$ cat config.mk
export PLATFORM = sky130hd
export DESIGN_NAME = avmm_initiator_ctrl
export DESIGN_NICKNAME = d
export VERILOG_FILES = /design/src/rtl/avmm_init_pkg.sv /design/src/rtl/avmm_cmd_fifo.sv /design/src/rtl/avmm_initiator_ctrl.sv
export SDC_FILE = /design/constraint.sdc
export NUM_CORES = 1
export LEC_CHECK = 0
export CORE_AREA = 2 2 161 163
export CTS_BUF_LIST = sky130_fd_sc_hd__clkbuf_8
export DETAILED_ROUTE_END_ITERATION = 6
export DIE_AREA = 0 0 163 165
export GPL_TIMING_DRIVEN = 0
export PLACE_DENSITY = 0.95
export SLEW_MARGIN = 20
export SYNTH_ARGS = -nofsm -noshare
export SYNTH_HDL_FRONTEND = slang
export SYNTH_SLANG_ARGS = --single-unit
$ cat constraint.sdc
create_clock -name clk -period 10 [get_ports clk]
set_clock_uncertainty 0.05 [all_clocks]
set_input_delay 2 -clock clk [delete_from_list [all_inputs] [get_ports clk]]
set_output_delay 2 -clock clk [all_outputs]
set_load 0.005 [all_outputs]
$ cat src/rtl/avmm_init_pkg.sv
// Shared types for the Avalon-MM command initiator:
// FSM states, response status codes and the queued command bundle.
package avmm_init_pkg;

   typedef enum logic [1:0] {
      IDLE = 2'd0,
      RD   = 2'd1,
      WR   = 2'd2,
      RESP = 2'd3
   } state_e;

   localparam logic [1:0] ST_OK  = 2'b00;
   localparam logic [1:0] ST_ERR = 2'b01;
   localparam logic [1:0] ST_TMO = 2'b10;

   typedef struct packed {
      logic        write;
      logic [31:0] addr;
      logic [31:0] wdata;
      logic [3:0]  byteen;
   } cmd_t;

endpackage

$ cat src/rtl/avmm_cmd_fifo.sv
// Command FIFO: power-of-two depth, count-based full/empty.
// A push while full is dropped even if a pop happens the same cycle.
module avmm_cmd_fifo
   import avmm_init_pkg::*;
#(
   parameter int DEPTH = 4
) (
   input  logic clk,
   input  logic rst_n,
   input  logic push,
   input  cmd_t din,
   input  logic pop,
   output cmd_t dout,
   output logic full,
   output logic empty
);

   localparam int AW = (DEPTH > 1) ? $clog2(DEPTH) : 1;

   logic [AW-1:0] wr_ptr_q, wr_ptr_d;
   logic [AW-1:0] rd_ptr_q, rd_ptr_d;
   logic [AW:0]   cnt_q, cnt_d;
   logic          push_en, pop_en;
   cmd_t          mem_q [DEPTH];

   assign full    = (cnt_q == (AW+1)'(DEPTH));
   assign empty   = (cnt_q == '0);
   assign push_en = push && !full;
   assign pop_en  = pop && !empty;
   assign dout    = mem_q[rd_ptr_q];

   // Next pointer and occupancy values
   always_comb begin
      wr_ptr_d = wr_ptr_q + AW'(push_en);
      rd_ptr_d = rd_ptr_q + AW'(pop_en);
      cnt_d    = cnt_q + (AW+1)'(push_en) - (AW+1)'(pop_en);
   end

   // Pointer and count registers
   always_ff @(posedge clk or negedge rst_n) begin
      if (!rst_n) begin
         wr_ptr_q <= '0;
         rd_ptr_q <= '0;
         cnt_q    <= '0;
      end else begin
         wr_ptr_q <= wr_ptr_d;
         rd_ptr_q <= rd_ptr_d;
         cnt_q    <= cnt_d;
      end
   end

   // Storage array; contents are don't-care until written
   always_ff @(posedge clk) begin
      if (push_en) mem_q[wr_ptr_q] <= din;
   end

endmodule

$ cat src/rtl/avmm_initiator_ctrl.sv
// Avalon-MM initiator: queues commands, runs them one at a time
// on the bus and returns one status/data response per command.
module avmm_initiator_ctrl
   import avmm_init_pkg::*;
#(
   parameter int FIFO_DEPTH     = 4,
   parameter int TIMEOUT_CYCLES = 255
) (
   input  logic        clk,
   input  logic        rst_n,
   input  logic        cmd_valid,
   output logic        cmd_ready,
   input  logic        cmd_write,
   input  logic [31:0] cmd_addr,
   input  logic [31:0] cmd_wdata,
   input  logic [3:0]  cmd_byteen,
   output logic        rsp_valid,
   input  logic        rsp_ready,
   output logic        rsp_write,
   output logic [31:0] rsp_rdata,
   output logic [1:0]  rsp_status,
   output logic        busy,
   output logic [31:0] avmm_addr,
   output logic [31:0] avmm_wdata,
   output logic [3:0]  avmm_byteen,
   output logic        avmm_read,
   output logic        avmm_write,
   input  logic        avmm_waitrq,
   input  logic        avmm_rdvalid,
   input  logic        avmm_wrvalid,
   input  logic [1:0]  avmm_response,
   input  logic [31:0] avmm_rdata
);

   // Counter value on the last permitted strobe cycle
   localparam logic [15:0] TMO_LAST = 16'(TIMEOUT_CYCLES - 1);

   state_e      state_q, state_d;
   logic [15:0] cnt_q, cnt_d;
   logic [31:0] addr_q, addr_d, wdata_q, wdata_d;
   logic [3:0]  byteen_q, byteen_d;
   logic        read_q, read_d, write_q, write_d;
   logic        rsp_write_q, rsp_write_d;
   logic [31:0] rsp_rdata_q, rsp_rdata_d;
   logic [1:0]  rsp_status_q, rsp_status_d;

   cmd_t cmd_in, head;
   logic fifo_full, fifo_empty, fifo_pop, tmo;
   logic unused_wrvalid;

   assign unused_wrvalid = avmm_wrvalid;
   assign cmd_in = '{write:  cmd_write,
                     addr:   cmd_addr,
                     wdata:  cmd_wdata,
                     byteen: cmd_byteen};
   assign tmo = (cnt_q == TMO_LAST);

   avmm_cmd_fifo #(.DEPTH(FIFO_DEPTH)) u_fifo (
      .clk   (clk),
      .rst_n (rst_n),
      .push  (cmd_valid),
      .din   (cmd_in),
      .pop   (fifo_pop),
      .dout  (head),
      .full  (fifo_full),
      .empty (fifo_empty)
   );

   // State register
   always_ff @(posedge clk or negedge rst_n) begin
      if (!rst_n) state_q <= IDLE;
      else        state_q <= state_d;
   end

   // Next state; completion wins over timeout
   always_comb begin
      state_d = state_q;
      unique case (state_q)
         IDLE: if (!fifo_empty) state_d = head.write ? WR : RD;
         RD:   if (avmm_rdvalid || tmo) state_d = RESP;
         WR:   if (!avmm_waitrq || tmo) state_d = RESP;
         RESP: if (rsp_ready) state_d = IDLE;
         default: state_d = IDLE;
      endcase
   end

   // Bus strobes, timeout counter and response capture
   always_comb begin
      fifo_pop     = 1'b0;
      cnt_d        = cnt_q;
      addr_d       = addr_q;
      wdata_d      = wdata_q;
      byteen_d     = byteen_q;
      read_d       = read_q;
      write_d      = write_q;
      rsp_write_d  = rsp_write_q;
      rsp_rdata_d  = rsp_rdata_q;
      rsp_status_d = rsp_status_q;
      unique case (state_q)
         IDLE: begin
            if (!fifo_empty) begin
               fifo_pop    = 1'b1;
               addr_d      = head.addr;
               wdata_d     = head.wdata;
               byteen_d    = head.byteen;
               read_d      = !head.write;
               write_d     = head.write;
               rsp_write_d = head.write;
               cnt_d       = '0;
            end
         end
         RD: begin
            cnt_d = cnt_q + 16'd1;
            if (avmm_rdvalid) begin
               read_d       = 1'b0;
               rsp_rdata_d  = avmm_rdata;
               rsp_status_d = ST_OK;
            end else if (tmo) begin
               read_d       = 1'b0;
               rsp_rdata_d  = '0;
               rsp_status_d = ST_TMO;
            end
         end
         WR: begin
            cnt_d = cnt_q + 16'd1;
            if (!avmm_waitrq) begin
               write_d      = 1'b0;
               rsp_rdata_d  = '0;
               rsp_status_d = (avmm_response == 2'b00) ? ST_OK : ST_ERR;
            end else if (tmo) begin
               write_d      = 1'b0;
               rsp_rdata_d  = '0;
               rsp_status_d = ST_TMO;
            end
         end
         RESP: ;
         default: ;
      endcase
   end

   // Datapath registers
   always_ff @(posedge clk or negedge rst_n) begin
      if (!rst_n) begin
         cnt_q        <= '0;
         addr_q       <= '0;
         wdata_q      <= '0;
         byteen_q     <= '0;
         read_q       <= 1'b0;
         write_q      <= 1'b0;
         rsp_write_q  <= 1'b0;
         rsp_rdata_q  <= '0;
         rsp_status_q <= ST_OK;
      end else begin
         cnt_q        <= cnt_d;
         addr_q       <= addr_d;
         wdata_q      <= wdata_d;
         byteen_q     <= byteen_d;
         read_q       <= read_d;
         write_q      <= write_d;
         rsp_write_q  <= rsp_write_d;
         rsp_rdata_q  <= rsp_rdata_d;
         rsp_status_q <= rsp_status_d;
      end
   end

   assign cmd_ready   = !fifo_full;
   assign busy        = !fifo_empty || (state_q != IDLE);
   assign rsp_valid   = (state_q == RESP);
   assign rsp_write   = rsp_write_q;
   assign rsp_rdata   = rsp_rdata_q;
   assign rsp_status  = rsp_status_q;
   assign avmm_addr   = addr_q;
   assign avmm_wdata  = wdata_q;
   assign avmm_byteen = byteen_q;
   assign avmm_read   = read_q;
   assign avmm_write  = write_q;

endmodule

==> impl_metrics.ini <==
[finish]
syn_to_final_growth_pct = 27.3
nFillCells = 1362
fin_cells = 1576
final_cell_mix = edfxtp_1, nand2_1, clkdlybuf4s50_1
final_common_cell = edfxtp_1
layout-drive-gt1-share = 0.160
nets = 1313
diodes = 0

[yosys]
yosysWarningCount = 0
synth_edf_count = 276
seq_area_frac_synth = 0.760
synth-main-ff-cell = edfxtp_1
async_flop_share = 0.320
avgSynthCellArea_um2 = 17.0
syn_inst = 891
syn_nets = 1010
ys_seq_elements = 406
ys_types = 42
synth_area_mm2 = 0.0152

[detailed_routing]
via_count = 8951
wl_per_cell_um = 21.6
drcViolationCount = 0
routed_wl_mm = 34.1
ant_nets = 0
drtIter0Drc = 738
viasPerCell = 5.68
drt-pass1-iter-count = 5

[cts]
clk_latency_ns = 0.59
htree_levels = 2
postCtsResizedCells = 0
post_cts_buffers = 0
holdBufCountCts = 0
numCtsBuffers = 60
cts-root-buf = clkbuf_8
clk_path_buf_depth = 3
clkTransAtPathRegs_ns = 0.07
cts_tree = done
cts.sinks = 406

[worst_setup_path]
cp.arrival_ns = 2.54
crit_fanout = 10
critical_path_required_ns = 7.95
r2r_setup_slack_ns = 6.52
critPathKind = register to output port
startpoint_type = register
worst_setup_path_end_kind = output port

[timing]
final_hold_viol_count = 0
tightest_slew_ns = 0.845
max_freq_mhz = 218
rsz0062_at_grt = false
drv_slew = 0
setup_viol = 0
relSlewSlack = 0.434
hold_ws_ns = 0.428
fin_crit_sh = 0.459
final.setup.worst_slack_ns = 5.41
period_minus_slack_ns = 4.59

[global_route]
grt_start_max_net_pins = 96
grt_overflow = 0
antenna_found_initial = 0
first_global_vias = 9548
grt_pass1_wl_mm = 51.8
track_usage = 0.258

[placed_design]
portBuffers = 216
dp_slack_ns = 5.53
place_congestion = 0.781
placedCellCount = 1462
post-dp-hpwl_mm = 22.8

[die]
core_area_mm2 = 0.0250
dieHeight_um = 165
num_io_pins = 218
fp.dieW_um = 163
initial_core_util = 0.607
dieArea_mm2 = 0.0269
rows = 58

[power]
p_per_area_mw_per_mm2 = 301
p_leak_nw = 7.47
ir_drop_mv = 0.184

[worst_hold_path]
worstHoldPathType = register to register

[run_status]
status = complete, no violations

[run]
maxCapViolations = 0
==> final timing paths <==
kind                                              end  cells past startpoint                       start
setup reg to reg            u_fifo.cnt_q[2]$_DFF_PN0_                     12      state_q[0]$_DFFE_PN0P_
setup / recovery                                 busy                      6      state_q[0]$_DFFE_PN0P_
min in group asynchronous    avmm_addr[0]$_DFFE_PN0P_                      1                       rst_n
hold reg to reg            avmm_wdata[16]$_DFFE_PN0P_                      2  avmm_wdata[16]$_DFFE_PN0P_
hold / removal             avmm_wdata[16]$_DFFE_PN0P_                      2  avmm_wdata[16]$_DFFE_PN0P_
max in group asynchronous   avmm_wdata[9]$_DFFE_PN0P_                      2                       rst_n
==> layer usage <==
metal	GRT usage	vias up	share of wire
li1	-	3949	-
met1	0.325	4592	0.39
met2	0.449	355	0.52
met3	0.0630	55	0.073
met4	0.0768	0	0.021
met5	0	-	0
==> synth_stat cells (11+ instances only) <==
library cell  count  area [um2]
mux4_2           69        1550
dfrtp_1         130        3250
clkbuf_1         24        90.1
inv_1            12        45.0
edfxtp_1        276        8290
buf_2            15        75.1
nand2_1         223         837
a21oi_1          13        65.1
a22o_1           33         289
o21ai_0          15        75.1
nor2_1           11        41.3
==> area by class of cell <==
class	count	area, um2	share of cell area
plain buffers	44	191	0.00990
clock buffers	74	1020	0.0527
clock inverters	40	235	0.0122
inverters	12	45.0	0.00233
multi-input cells	429	3440	0.178
flip-flops and latches	406	11500	0.597
well taps	330	413	0.0214
repair buffers	241	2450	0.127
==> worst max-delay path, cell delays in order, from the launching register on <==
cell             delay [ns]
dfrtp_1                0.43
inv_1                  0.11
ha_1                   0.20
nor4b_1                0.42
buf_6                  0.21
inv_1                  0.12
clkdlybuf4s50_1        0.47
==> report_power, final <==
| group | internal, mW | switching [mW] |
|---|---|---|
| sequential | 2.29 | 0.203 |
| clock | 0.743 | 0.602 |
| combinational | 0.983 | 0.997 |
==> kinds of logic after synthesis <==
| group | count (synthesis) | share of synthesized area |
|---|---|---|
| buf+inv | 56 | 0.0156 |
| fa+ha+maj | 9 | 0.00791 |
| flops | 406 | 0.760 |
| compound gates | 69 | 0.0322 |
| mux | 72 | 0.104 |
| xor+xnor | 11 | 0.00634 |
| simple gates | 268 | 0.0737 |
==> flip-flops by register name, summed over array words and instances (netlist names) <==
name / count
rsp_status: 2
state_q: 2
rsp_write: 1
avmm_read: 1
cnt_q: 16
avmm_write: 1
avmm_addr: 32
u_fifo.rd_ptr_q: 2
avmm_byteen: 4
u_fifo.wr_ptr_q: 2
u_fifo.mem_q: 276
rsp_rdata: 32
u_fifo.cnt_q: 3
avmm_wdata: 32
==> stage by stage <==
stage	TNS, ns	utilization	power (mW)	cell area [um2]
floorplan	0	-	3.57	15200
global placement	-242.54	0.710	4.37	17800
detailed placement	0	0.722	4.50	18100
CTS	0	0.772	5.86	19300
global route	0	0.772	6.11	19300
finish	0	0.772	5.82	19300
Power figures use the tool's default switching activity.
